--- src/rtl/cluster_event_latch_map_if.sv ---
// Register-port bundle for cluster_event_latch_map: request/grant plus a
// one-cycle-later response. The master drives the request; the slave answers.
interface cluster_event_latch_map_if #(
    parameter int ADDR_WIDTH = 10
);
    logic                  req;
    logic                  wen;
    logic [ADDR_WIDTH-1:0] addr;
    logic [31:0]           wdata;
    logic                  gnt;
    logic                  r_valid;
    logic [31:0]           rdata;

    modport master (
        output req, wen, addr, wdata,
        input  gnt, r_valid, rdata
    );

    modport slave (
        input  req, wen, addr, wdata,
        output gnt, r_valid, rdata
    );
endinterface

--- src/rtl/cluster_event_latch_map.sv ---
// Per-core sticky event capture with software mask and a register port.
// Optional per-core coalesced-event counters are enabled by CLUSTER_EVENT_OVF_CNT_EN.
module cluster_event_latch_map #(
    parameter int NB_CORES   = 8,
    parameter int NB_CL_EVT  = 3,
    parameter int ADDR_WIDTH = 10
) (
    input  logic                                clk_i,
    input  logic                                rst_ni,
    input  logic [NB_CORES-1:0][7:0]            sw_events_i,
    input  logic [NB_CORES-1:0][1:0]            dma_events_i,
    input  logic [NB_CORES-1:0][1:0]            timer_events_i,
    input  logic [NB_CORES-1:0][3:0]            acc_events_i,
    input  logic [NB_CORES-1:0]                 barrier_events_i,
    input  logic [NB_CORES-1:0]                 mutex_events_i,
    input  logic [NB_CORES-1:0]                 dispatch_events_i,
    input  logic [NB_CORES-1:0][NB_CL_EVT-1:0]  cluster_events_i,
    input  logic                                periph_fifo_event_i,
    input  logic [NB_CORES-1:0][31:0]           evt_clr_i,
    output logic [NB_CORES-1:0][31:0]           events_mapped_o,
    cluster_event_latch_map_if.slave            bus
);

    localparam int CIDX_W = ADDR_WIDTH - 4;

    typedef enum logic [1:0] {
        REG_MASK    = 2'd0,
        REG_PENDING = 2'd1,
        REG_OVF     = 2'd2,
        REG_RSVD    = 2'd3
    } reg_sel_e;

    reg_sel_e                   reg_sel;
    logic [CIDX_W-1:0]          core_idx;
    logic [NB_CORES-1:0]        core_hit;
    logic                       addr_unused;

    logic [NB_CORES-1:0][31:0]  raw;
    logic [NB_CORES-1:0][31:0]  clr;
    logic [NB_CORES-1:0][31:0]  pending_d, pending_q;
    logic [NB_CORES-1:0][31:0]  mask_d, mask_q;
    logic [NB_CORES-1:0][15:0]  ovf_view;
    logic [31:0]                rd_val;

    assign reg_sel     = reg_sel_e'(bus.addr[3:2]);
    assign core_idx    = bus.addr[ADDR_WIDTH-1:4];
    assign addr_unused = ^bus.addr[1:0];
    assign bus.gnt     = bus.req;

    // Out-of-range core indices match no core, so they read 0 and write nothing.
    always_comb begin
        for (int c = 0; c < NB_CORES; c++) begin
            core_hit[c] = bus.req && (core_idx == CIDX_W'(c));
        end
    end

    // Reserved bits are never driven here, so they can never set in pending.
    always_comb begin
        raw = '0;
        for (int c = 0; c < NB_CORES; c++) begin
            raw[c][7:0]              = sw_events_i[c];
            raw[c][9:8]              = dma_events_i[c];
            raw[c][11:10]            = timer_events_i[c];
            raw[c][15:12]            = acc_events_i[c];
            raw[c][16]               = barrier_events_i[c];
            raw[c][17]               = mutex_events_i[c];
            raw[c][18]               = dispatch_events_i[c];
            raw[c][22 +: NB_CL_EVT]  = cluster_events_i[c];
            raw[c][27]               = periph_fifo_event_i;
        end
    end

    // NOTE: every combinational output gets a default first, so no path
    // through the block leaves it unassigned and no latch is inferred.
    always_comb begin
        clr    = evt_clr_i;
        mask_d = mask_q;
        for (int c = 0; c < NB_CORES; c++) begin
            if (core_hit[c] && bus.wen) begin
                if (reg_sel == REG_PENDING) clr[c] = clr[c] | bus.wdata;
                if (reg_sel == REG_MASK)    mask_d[c] = bus.wdata;
            end
            // Set after clear: a new event always survives a simultaneous clear.
            pending_d[c] = (pending_q[c] & ~clr[c]) | raw[c];
        end
    end

    always_comb begin
        rd_val = '0;
        for (int c = 0; c < NB_CORES; c++) begin
            if (core_hit[c]) begin
                case (reg_sel)
                    REG_MASK:    rd_val = mask_q[c];
                    REG_PENDING: rd_val = pending_q[c];
                    REG_OVF:     rd_val = {16'h0000, ovf_view[c]};
                    default:     rd_val = '0;
                endcase
            end
        end
    end

    // NOTE: these per-core arrays are plain flops, not RAM, so they take the
    // async reset like any other state register.
    always_ff @(posedge clk_i or negedge rst_ni) begin
        if (!rst_ni) begin
            pending_q       <= '0;
            mask_q          <= '1;
            events_mapped_o <= '0;
            bus.r_valid     <= 1'b0;
            bus.rdata       <= '0;
        end else begin
            // NOTE: non-blocking assignments keep every flop reading the
            // pre-edge values, independent of statement order.
            pending_q       <= pending_d;
            mask_q          <= mask_d;
            events_mapped_o <= pending_d & mask_d;
            bus.r_valid     <= bus.req;
            bus.rdata       <= bus.req ? rd_val : 32'h0;
        end
    end

`ifdef CLUSTER_EVENT_OVF_CNT_EN
    logic [NB_CORES-1:0][15:0] ovf_q;
    logic [NB_CORES-1:0]       coalesce;
    logic [NB_CORES-1:0]       ovf_rd;

    // A coalesce is a raw arrival onto a pending bit that is not being cleared.
    always_comb begin
        for (int c = 0; c < NB_CORES; c++) begin
            coalesce[c] = |(raw[c] & pending_q[c] & ~clr[c]);
            ovf_rd[c]   = core_hit[c] && !bus.wen && (reg_sel == REG_OVF);
        end
    end

    always_ff @(posedge clk_i or negedge rst_ni) begin
        if (!rst_ni) begin
            ovf_q <= '0;
        end else begin
            for (int c = 0; c < NB_CORES; c++) begin
                if (ovf_rd[c]) begin
                    ovf_q[c] <= {15'h0000, coalesce[c]};
                end else if (coalesce[c] && (ovf_q[c] != 16'hFFFF)) begin
                    ovf_q[c] <= ovf_q[c] + 16'd1;
                end
            end
        end
    end

    assign ovf_view = ovf_q;
`else
    assign ovf_view = '0;
`endif

endmodule

--- src/flat_wrapper.sv ---
// flat-port wrapper written by rule: the top's interface ports become plain ports
module cluster_event_latch_map_flat 
#(
    parameter int NB_CORES   = 8,
    parameter int NB_CL_EVT  = 3,
    parameter int ADDR_WIDTH = 10
)
  (clk_i, rst_ni, sw_events_i, dma_events_i, timer_events_i, acc_events_i, barrier_events_i, mutex_events_i, dispatch_events_i, cluster_events_i, periph_fifo_event_i, evt_clr_i, events_mapped_o, bus_req, bus_wen, bus_addr, bus_wdata, bus_gnt, bus_r_valid, bus_rdata);
  cluster_event_latch_map_if #(.ADDR_WIDTH(ADDR_WIDTH)) bus_i ();
  input  logic clk_i;
  input  logic rst_ni;
  input  logic [NB_CORES-1:0][7:0] sw_events_i;
  input  logic [NB_CORES-1:0][1:0] dma_events_i;
  input  logic [NB_CORES-1:0][1:0] timer_events_i;
  input  logic [NB_CORES-1:0][3:0] acc_events_i;
  input  logic [NB_CORES-1:0] barrier_events_i;
  input  logic [NB_CORES-1:0] mutex_events_i;
  input  logic [NB_CORES-1:0] dispatch_events_i;
  input  logic [NB_CORES-1:0][NB_CL_EVT-1:0] cluster_events_i;
  input  logic periph_fifo_event_i;
  input  logic [NB_CORES-1:0][31:0] evt_clr_i;
  output logic [NB_CORES-1:0][31:0] events_mapped_o;
  input wire logic [$bits(bus_i.req)-1:0] bus_req;
  input wire logic [$bits(bus_i.wen)-1:0] bus_wen;
  input wire logic [$bits(bus_i.addr)-1:0] bus_addr;
  input wire logic [$bits(bus_i.wdata)-1:0] bus_wdata;
  output wire logic [$bits(bus_i.gnt)-1:0] bus_gnt;
  output wire logic [$bits(bus_i.r_valid)-1:0] bus_r_valid;
  output wire logic [$bits(bus_i.rdata)-1:0] bus_rdata;
  assign bus_i.req = bus_req;
  assign bus_i.wen = bus_wen;
  assign bus_i.addr = bus_addr;
  assign bus_i.wdata = bus_wdata;
  assign bus_gnt = bus_i.gnt;
  assign bus_r_valid = bus_i.r_valid;
  assign bus_rdata = bus_i.rdata;
  cluster_event_latch_map #(.NB_CORES(NB_CORES), .NB_CL_EVT(NB_CL_EVT), .ADDR_WIDTH(ADDR_WIDTH)) u_core (.clk_i(clk_i), .rst_ni(rst_ni), .sw_events_i(sw_events_i), .dma_events_i(dma_events_i), .timer_events_i(timer_events_i), .acc_events_i(acc_events_i), .barrier_events_i(barrier_events_i), .mutex_events_i(mutex_events_i), .dispatch_events_i(dispatch_events_i), .cluster_events_i(cluster_events_i), .periph_fifo_event_i(periph_fifo_event_i), .evt_clr_i(evt_clr_i), .events_mapped_o(events_mapped_o), .bus(bus_i));
endmodule
--- config.mk ---
export PLATFORM = sky130hd
export DESIGN_NAME = cluster_event_latch_map_flat
export DESIGN_NICKNAME = d
export VERILOG_FILES = /design/src/rtl/cluster_event_latch_map_if.sv /design/src/rtl/cluster_event_latch_map.sv /design/src/flat_wrapper.sv
export SDC_FILE = /design/constraint.sdc
export NUM_CORES = 1
export LEC_CHECK = 0
export CAP_MARGIN = 0
export CORE_MARGIN = 8
export CORE_UTILIZATION = 33
export DETAILED_ROUTE_END_ITERATION = 10
export GPL_TIMING_DRIVEN = 0
export PLACE_DENSITY = 0.64
export SLEW_MARGIN = 25
export SYNTH_ARGS = -nofsm -noshare
export SYNTH_HDL_FRONTEND = slang
export SYNTH_SLANG_ARGS = --single-unit
--- constraint.sdc ---
create_clock -name clk_i -period 3.3 [get_ports clk_i]
set_input_delay 0.33 -clock clk_i [delete_from_list [all_inputs] [get_ports clk_i]]
set_output_delay 0.33 -clock clk_i [all_outputs]
set_load 0.005 [all_outputs]
==> results of run 1 <==
[through the flow]
step / hold WS, ps / setup WS, ps / instance area [sq um] / std cells / TNS (ps)
final: 209 / 130 / 48400 / 5378 / 0
after global placement: 449 / -35100 / 44900 / 5169 / -
after detailed placement: 278 / -1030 / 45200 / 5177 / -57560
after floorplan: 34.4 / 1430 / 35500 / 3001 / 0
after CTS: 179 / 0.523 / 48300 / 5350 / 0
after global routing: 221 / 49.4 / 48300 / 5359 / 0
[final timing paths]
check	startpoint	to	slack [ps]
worst max-delay path	bus_req	u_core.events_mapped_o[59]$_DFF_PN0_	130
worst min-delay path	rst_ni	u_core.pending_q[4]$_DFF_PN0_	210
worst max register to register	u_core.mask_q[95]$_DFF_PN1_	u_core.bus.rdata[31]$_DFF_PN0_	1650
worst min register to register	u_core.mask_q[57]$_DFF_PN1_	u_core.mask_q[57]$_DFF_PN1_	460
max in group asynchronous	rst_ni	u_core.pending_q[236]$_DFF_PN0_	860
min in group clk_i	acc_events_i[23]	u_core.pending_q[175]$_DFF_PN0_	230
[what timing repair did]
action                                  CTS  global route
endpoints found under the setup margin   18            19
hold buffers                              1             0
hold endpoints to repair                 82             0
resized for setup                         2             4
[layout by cell type, fill, tap and decap left out, drive strengths merged, types with 133 or more instances in the layout]
cell / Yosys / layout
clkdlybuf4s50: 0 / 764
dfrtp: 545 / 545
dfstp: 256 / 256
mux2i: 235 / 235
clkbuf: 88 / 221
mux2: 218 / 218
inv: 190 / 193
and2: 170 / 170
nand4: 161 / 161
a31o: 161 / 161
nand2: 152 / 152
a21oi: 140 / 140
buf: 125 / 133
[cell type report]
cell class                      count  share of cell area (%)
Clock inverter                     39                   0.892
Buffer                            213                    2.02
Multi-Input combinational cell   1797                    27.9
Tap cell                         1403                    3.63
Inverter                          190                    1.47
Sequential cell                   801                    42.1
Timing Repair Buffer              774                    16.3
Antenna cell                       28                   0.145
Clock buffer                      133                    5.53
[state kept, by name, indices dropped and copies added (netlist names)]
register	cells
u_core.bus.r_valid	1
u_core.events_mapped_o	256
u_core.bus.rdata	32
u_core.pending_q	256
u_core.mask_q	256
[Yosys cell counts (all sizes together), types with 23 or more instances]
master,count,area (sq um)
nand2b,108,676
clkbuf,88,330
o21ai,93,465
mux2i,235,2350
o22ai,96,601
inv,190,713
buf,125,624
o21a,23,173
a21oi,140,701
dfrtp,545,13600
and2,170,1060
a31o,161,1410
mux2,218,2450
dfstp,256,6730
a211oi,27,203
o211ai,32,240
nand4,161,1010
nand2,152,571
nor2,28,115
or2,25,156
[power breakdown]
part,switching [W],internal (W),leakage [nW]
clock,0.00447,0.00614,1.52
combinational,0.00144,0.00110,9.73
sequential,0.000171,0.0102,9.65
total,0.00608,0.0174,20.9
[cell families (layout without fill, tap and decap cells)]
kind of cell	count (synthesis)	count (layout)	synth area share, %
AOI/OAI and AO/OA	621	621	11.7
muxes	469	469	14.6
and+or+nand+nor	707	707	11.7
DFF	801	801	57.3
other	0	28	0
buffers and inverters	403	1349	4.70
[per-layer routing]
| metal | global-route usage [%] | vias up | part of all wire, % |
|---|---|---|---|
| li1 | - | 12506 | - |
| met1 | 36.5 | 15346 | 38 |
| met2 | 49.8 | 1701 | 47 |
| met3 | 10.0 | 362 | 10 |
| met4 | 13.0 | 12 | 4.6 |
| met5 | 0 | - | 0.038 |
==> impl_metrics.xml, run 1 <==
<?xml version="1.0" encoding="UTF-8"?>
<metrics>
  <group name="power_and_ir_drop">
    <metric name="power.density_cell_area" unit="nW/um^2">485</metric>
    <metric name="leakagePower" unit="nW">20.9</metric>
    <metric name="finalPower" unit="W">0.0235</metric>
    <metric name="power.ir.vdd_worst" unit="uV">423</metric>
  </group>
  <group name="logic_synthesis">
    <metric name="yosys_warnings" unit="">0</metric>
    <metric name="dominantRegCellSynth" unit="">dfrtp_1</metric>
    <metric name="synth-seq-cells" unit="">801</metric>
    <metric name="synth_area_per_cell" unit="sq um">11.8</metric>
    <metric name="syn-cell-area" unit="sq um">35500</metric>
    <metric name="postSynthCellCount" unit="">3001</metric>
    <metric name="synth-seq-area-share" unit="%">57.3</metric>
    <metric name="synth_edf_count" unit="">0</metric>
    <metric name="synth.lib_cells_used.distinct" unit="">55</metric>
    <metric name="postSynth.asyncResetShare" unit="%">100</metric>
    <metric name="synthesis.nets" unit="">3480</metric>
  </group>
  <group name="finish">
    <metric name="multi_input_gate_area_in_the_final_layout" unit="sq um">13500</metric>
    <metric name="area_occupied_by_registers" unit="sq um">20400</metric>
    <metric name="drive_above_1_share" unit="%">22.9</metric>
    <metric name="syn_to_final_growth" unit="%">36.3</metric>
    <metric name="layout.core_utilization" unit="%">45.3</metric>
    <metric name="filler_cell_count" unit="">10082</metric>
    <metric name="nets" unit="">4348</metric>
  </group>
  <group name="route">
    <metric name="drc" unit="">0</metric>
    <metric name="drt_iter0_markers" unit="">2923</metric>
    <metric name="ant_nets" unit="">0</metric>
    <metric name="route.vias.total" unit="">29927</metric>
    <metric name="drt_wl_total" unit="microns">186000</metric>
    <metric name="drtPass1Iterations" unit="">8</metric>
    <metric name="drt-wirelength-per-cell" unit="microns">34.6</metric>
    <metric name="vias_per_cell" unit="">5.56</metric>
  </group>
  <group name="global_routing">
    <metric name="grt_antenna_before_repair" unit="">36</metric>
    <metric name="grt_max_degree" unit="">134</metric>
    <metric name="grt.overflow.total" unit="">0</metric>
    <metric name="first_pass_grt_wire_length" unit="microns">249000</metric>
    <metric name="first_global_vias" unit="">31245</metric>
    <metric name="grt_util_all_layers" unit="%">30.4</metric>
  </group>
  <group name="die">
    <metric name="core_area" unit="sq um">107000</metric>
    <metric name="initial_core_util" unit="%">33.2</metric>
    <metric name="floorplan.die.width" unit="microns">344</metric>
    <metric name="die-area" unit="sq um">118000</metric>
    <metric name="pin_count" unit="">769</metric>
    <metric name="die_height" unit="microns">344</metric>
    <metric name="number_of_rows_created_at_floorplan" unit="">120</metric>
  </group>
  <group name="setup_path">
    <metric name="setup.worst_path.end_class" unit="">register</metric>
    <metric name="r2r_cells" unit="">4</metric>
    <metric name="critical_path.max_fanout" unit="">10</metric>
    <metric name="cp_num_buf_inv" unit="">3</metric>
    <metric name="critical_path_cell_list" unit="">clkdlybuf4s50_1 -&gt; nor4b_4 -&gt; buf_2 -&gt; clkdlybuf4s15_1 -&gt; nand4_1 -&gt; a31o_2 -&gt; and2_1</metric>
    <metric name="critical_path_required" unit="ps">3830</metric>
    <metric name="critPathMaxStageDelay" unit="ps">770</metric>
    <metric name="number_of_cells_on_the_critical_path" unit="">7</metric>
    <metric name="critPathKind" unit="">in2reg</metric>
    <metric name="setup.worst_path.start_class" unit="">input pin</metric>
    <metric name="crit_slowest_cell" unit="">clkdlybuf4s15_1</metric>
    <metric name="arrival" unit="ps">3700</metric>
    <metric name="critical_path.top_delay_family" unit="">buffers and inverters</metric>
  </group>
  <group name="sta">
    <metric name="setup-violations-final" unit="">0</metric>
    <metric name="max_slew.worst_pin.slew" unit="ps">1230</metric>
    <metric name="finalClockSkew" unit="ps">31.1</metric>
    <metric name="rsz_0062_raised_after_global_routing" unit="">no</metric>
    <metric name="relSlewSlack" unit="%">17.9</metric>
    <metric name="drv_slew" unit="">0</metric>
    <metric name="final_period_minus_worst_setup_slack" unit="ps">3170</metric>
    <metric name="fmaxAchievable" unit="MHz">315</metric>
    <metric name="number_of_hold_violations_in_the_final_report" unit="">0</metric>
    <metric name="timing.final.crit_share" unit="%">96.1</metric>
  </group>
  <group name="clock_network">
    <metric name="clk_lat_worst_skew" unit="ps">690</metric>
    <metric name="clock_tree_root" unit="">clkbuf_16</metric>
    <metric name="clk_pin_slew_worst_paths" unit="ps">60</metric>
    <metric name="cts_buffer_depth" unit="">3</metric>
    <metric name="cts_made_buffers" unit="">92</metric>
    <metric name="tritoncts" unit="">done</metric>
    <metric name="post_cts_buffers" unit="">0</metric>
    <metric name="htreeDepth" unit="">3</metric>
    <metric name="clkSinkCount" unit="">801</metric>
  </group>
  <group name="place">
    <metric name="place_hpwl" unit="microns">141000</metric>
    <metric name="port_buffers" unit="">765</metric>
    <metric name="place.gp.congestion" unit="">0.908</metric>
  </group>
  <group name="run_status">
    <metric name="status" unit="">complete, no violations</metric>
  </group>
  <group name="hold_path">
    <metric name="timing.hold.worst.class" unit="">in2async</metric>
  </group>
  <group name="job">
    <metric name="drv.max_cap_violation_count" unit="">0</metric>
  </group>
</metrics>
(Power assumes the default switching activity.)
==> inputs of run 2 (changes only) <==
Settings changed: CORE_ASPECT_RATIO set to 2.
==> run 2 against run 1 <==
Effect of this change: die area rose by 0.54%; clock power down 9%; hold slack worse by 110 ps; combinational power hardly changed; total power shrank 4.1%; final area down 0.98%; cell count shrank 1.1%; the flow now finishes with violations (setup timing); core utilization shrank 0.48 points.
==> impl_metrics.xml, run 2 (synthesis results as in run 1) <==
<?xml version="1.0" encoding="UTF-8"?>
<metrics>
  <group name="run_status">
    <metric name="status" unit="">finished with violations</metric>
    <metric name="violations" unit="">setup timing</metric>
  </group>
  <group name="place">
    <metric name="preCtsSetupSlack" unit="ps">-731</metric>
    <metric name="place_hpwl" unit="microns">147000</metric>
    <metric name="place.gp.congestion" unit="">0.943</metric>
    <metric name="port_buffers" unit="">765</metric>
  </group>
  <group name="clock_network">
    <metric name="clkSinkCount" unit="">801</metric>
    <metric name="post_cts_buffers" unit="">0</metric>
    <metric name="htreeDepth" unit="">3</metric>
    <metric name="clk_lat_worst_skew" unit="ps">710</metric>
    <metric name="clock_tree_root" unit="">clkbuf_16</metric>
    <metric name="cts_made_buffers" unit="">77</metric>
    <metric name="tritoncts" unit="">done</metric>
    <metric name="clk_pin_slew_worst_paths" unit="ps">60</metric>
    <metric name="cts_buffer_depth" unit="">3</metric>
  </group>
  <group name="sta">
    <metric name="max_slew.worst_pin.slew" unit="ps">1140</metric>
    <metric name="number_of_hold_violations_in_the_final_report" unit="">0</metric>
    <metric name="rsz_0062_raised_after_global_routing" unit="">no</metric>
    <metric name="fmaxAchievable" unit="MHz">294</metric>
    <metric name="hold-worst-slack" unit="ps">98.0</metric>
    <metric name="drv_slew" unit="">0</metric>
    <metric name="setup-violations-final" unit="">6</metric>
    <metric name="finalWorstSetupSlack" unit="ps">-104</metric>
    <metric name="timing.setup.tns" unit="ps">-232</metric>
    <metric name="timing.final.crit_share" unit="%">103</metric>
    <metric name="final_period_minus_worst_setup_slack" unit="ps">3400</metric>
    <metric name="finalClockSkew" unit="ps">33.3</metric>
    <metric name="relSlewSlack" unit="%">23.5</metric>
  </group>
  <group name="finish">
    <metric name="layout.cells.most_common" unit="">clkdlybuf4s50_1</metric>
    <metric name="syn_to_final_growth" unit="%">34.9</metric>
    <metric name="layout.core_utilization" unit="%">44.8</metric>
    <metric name="biggestRegsByFlops" unit="">u_core.events_mapped_o: 256 flops, u_core.mask_q: 256 flops, u_core.pending_q: 256 flops</metric>
    <metric name="nets" unit="">4333</metric>
    <metric name="most-common-layout-cells" unit="">clkdlybuf4s50_1 (764), dfrtp_1 (545), dfstp_2 (256), mux2i_1 (235), inv_1 (190)</metric>
    <metric name="drive_above_1_share" unit="%">22.7</metric>
  </group>
  <group name="setup_path">
    <metric name="regToRegSetupSlack" unit="ps">1550</metric>
    <metric name="setup.worst_path.end_class" unit="">register</metric>
    <metric name="crit-reg2reg-capture" unit="">u_core.bus.rdata[20]$_DFF_PN0_</metric>
    <metric name="arrival" unit="ps">3960</metric>
    <metric name="r2r_cells" unit="">4</metric>
    <metric name="critPathKind" unit="">in2reg</metric>
    <metric name="critical_path.max_fanout" unit="">10</metric>
    <metric name="reg2reg_from" unit="">u_core.mask_q[52]$_DFF_PN1_</metric>
    <metric name="setup.worst_path.start_class" unit="">input pin</metric>
    <metric name="critical_path_required" unit="ps">3860</metric>
  </group>
  <group name="global_routing">
    <metric name="grt_util_all_layers" unit="%">32.0</metric>
    <metric name="first_global_vias" unit="">31800</metric>
    <metric name="first_pass_grt_wire_length" unit="microns">259000</metric>
    <metric name="grt_max_degree" unit="">141</metric>
    <metric name="grt.overflow.total" unit="">0</metric>
    <metric name="grt_antenna_before_repair" unit="">47</metric>
  </group>
  <group name="die">
    <metric name="number_of_rows_created_at_floorplan" unit="">170</metric>
    <metric name="floorplan.die.width" unit="microns">248</metric>
    <metric name="pin_count" unit="">769</metric>
    <metric name="die_height" unit="microns">480</metric>
    <metric name="die-area" unit="sq um">119000</metric>
    <metric name="core_area" unit="sq um">107000</metric>
    <metric name="initial_core_util" unit="%">33.2</metric>
  </group>
  <group name="route">
    <metric name="drtPass1Iterations" unit="">6</metric>
    <metric name="drt_wl_total" unit="microns">195000</metric>
    <metric name="drc" unit="">0</metric>
    <metric name="vias_per_cell" unit="">5.59</metric>
    <metric name="route.vias.total" unit="">29753</metric>
    <metric name="drt-wirelength-per-cell" unit="microns">36.6</metric>
    <metric name="drt_iter0_markers" unit="">2359</metric>
    <metric name="ant_nets" unit="">0</metric>
  </group>
  <group name="hold_path">
    <metric name="timing.hold.worst.class" unit="">in2async</metric>
  </group>
  <group name="power_and_ir_drop">
    <metric name="switchingPower" unit="W">0.00593</metric>
    <metric name="leakagePower" unit="nW">20.7</metric>
    <metric name="finalPower" unit="W">0.0225</metric>
    <metric name="power.share.switching" unit="%">26.3</metric>
    <metric name="power.density_cell_area" unit="nW/um^2">470</metric>
    <metric name="p_int" unit="W">0.0166</metric>
    <metric name="power.share.sequential" unit="%">45.9</metric>
    <metric name="power.ir.vdd_worst" unit="uV">447</metric>
    <metric name="p_clk_share" unit="%">42.8</metric>
    <metric name="power.combinational.fraction" unit="%">11.3</metric>
  </group>
  <group name="job">
    <metric name="drv.max_cap_violation_count" unit="">0</metric>
  </group>
</metrics>
-- run 2: cell count changes in the layout (fill, tap and decap cells not counted), moves of 3 or more --
cell and delta:
clkbuf_16 -13, clkbuf_2 +11, clkbuf_1 -9, clkbuf_8 -9, clkinv_4 -5, diode_2 -5
clkinv_2 -4, inv_16 +3
-- run 2: how the worst max path moves through the flow --
stage / cells past startpoint / start / end
after global placement: 1 / rst_ni / u_core.events_mapped_o[16]$_DFF_PN0_
final: 8 / bus_addr[4] / u_core.bus.rdata[11]$_DFF_PN0_
after global routing: 8 / bus_addr[4] / u_core.bus.rdata[29]$_DFF_PN0_
after floorplan: 7 / bus_addr[5] / u_core.events_mapped_o[130]$_DFF_PN0_
after CTS: 8 / bus_addr[3] / u_core.events_mapped_o[201]$_DFF_PN0_
after detailed placement: 7 / bus_req / u_core.events_mapped_o[159]$_DFF_PN0_
-- run 2: layout make-up --
class | instances | area (sq um)
plain buffers | 213 | 987
flip-flops and latches | 801 | 20400
inverters | 190 | 713
multi-input cells | 1797 | 13500
diodes | 23 | 57.6
clock buffers | 112 | 2230
well taps | 1376 | 1720
fillers | 10086 | 59100
clock inverters | 32 | 434
repair buffers | 774 | 7870
-- run 2: timing repair --
action / 4_1_cts / 5_1_grt
hold buffers: 1 / 0
endpoints found under the setup margin: 1 / 10
gates resized for setup: 1 / 5
endpoints found under the hold margin: 190 / 0
-- run 2: power by group through the flow --
stage	Sequential (W)	Clock [W]	Combinational, W
2_1_floorplan	0.0105	0	0.000877
3_3_place_gp	0.0105	0	0.00247
3_5_place_dp	0.0105	0	0.00252
4_1_cts	0.0103	0.00978	0.00254
5_1_grt	0.0104	0.0101	0.00266
6_report	0.0103	0.00965	0.00254
-- run 2: critical path, stage by stage --
cell	delay (ps)
clkdlybuf4s50_1	780
buf_2	310
buf_4	260
buf_2	630
clkbuf_1	880
o21ai_0	250
a22oi_1	340
a31oi_1	140
-- run 2: routing by layer --
layer | global-route usage (%) | share of wire (%) | up-vias
li1 | - | - | 12441
met1 | 34.5 | 34 | 15092
met2 | 55.1 | 50 | 1729
met3 | 9.58 | 9.3 | 469
met4 | 18.4 | 6.6 | 22
met5 | 0 | 0.077 | -
-- run 2: through the flow --
step | instances | instance area [sq um]
finish | 5318 | 47900
global route | 5304 | 47900
CTS | 5295 | 47800
detailed placement | 5150 | 45200
global placement | 5142 | 44900
floorplan | 3001 | 35500
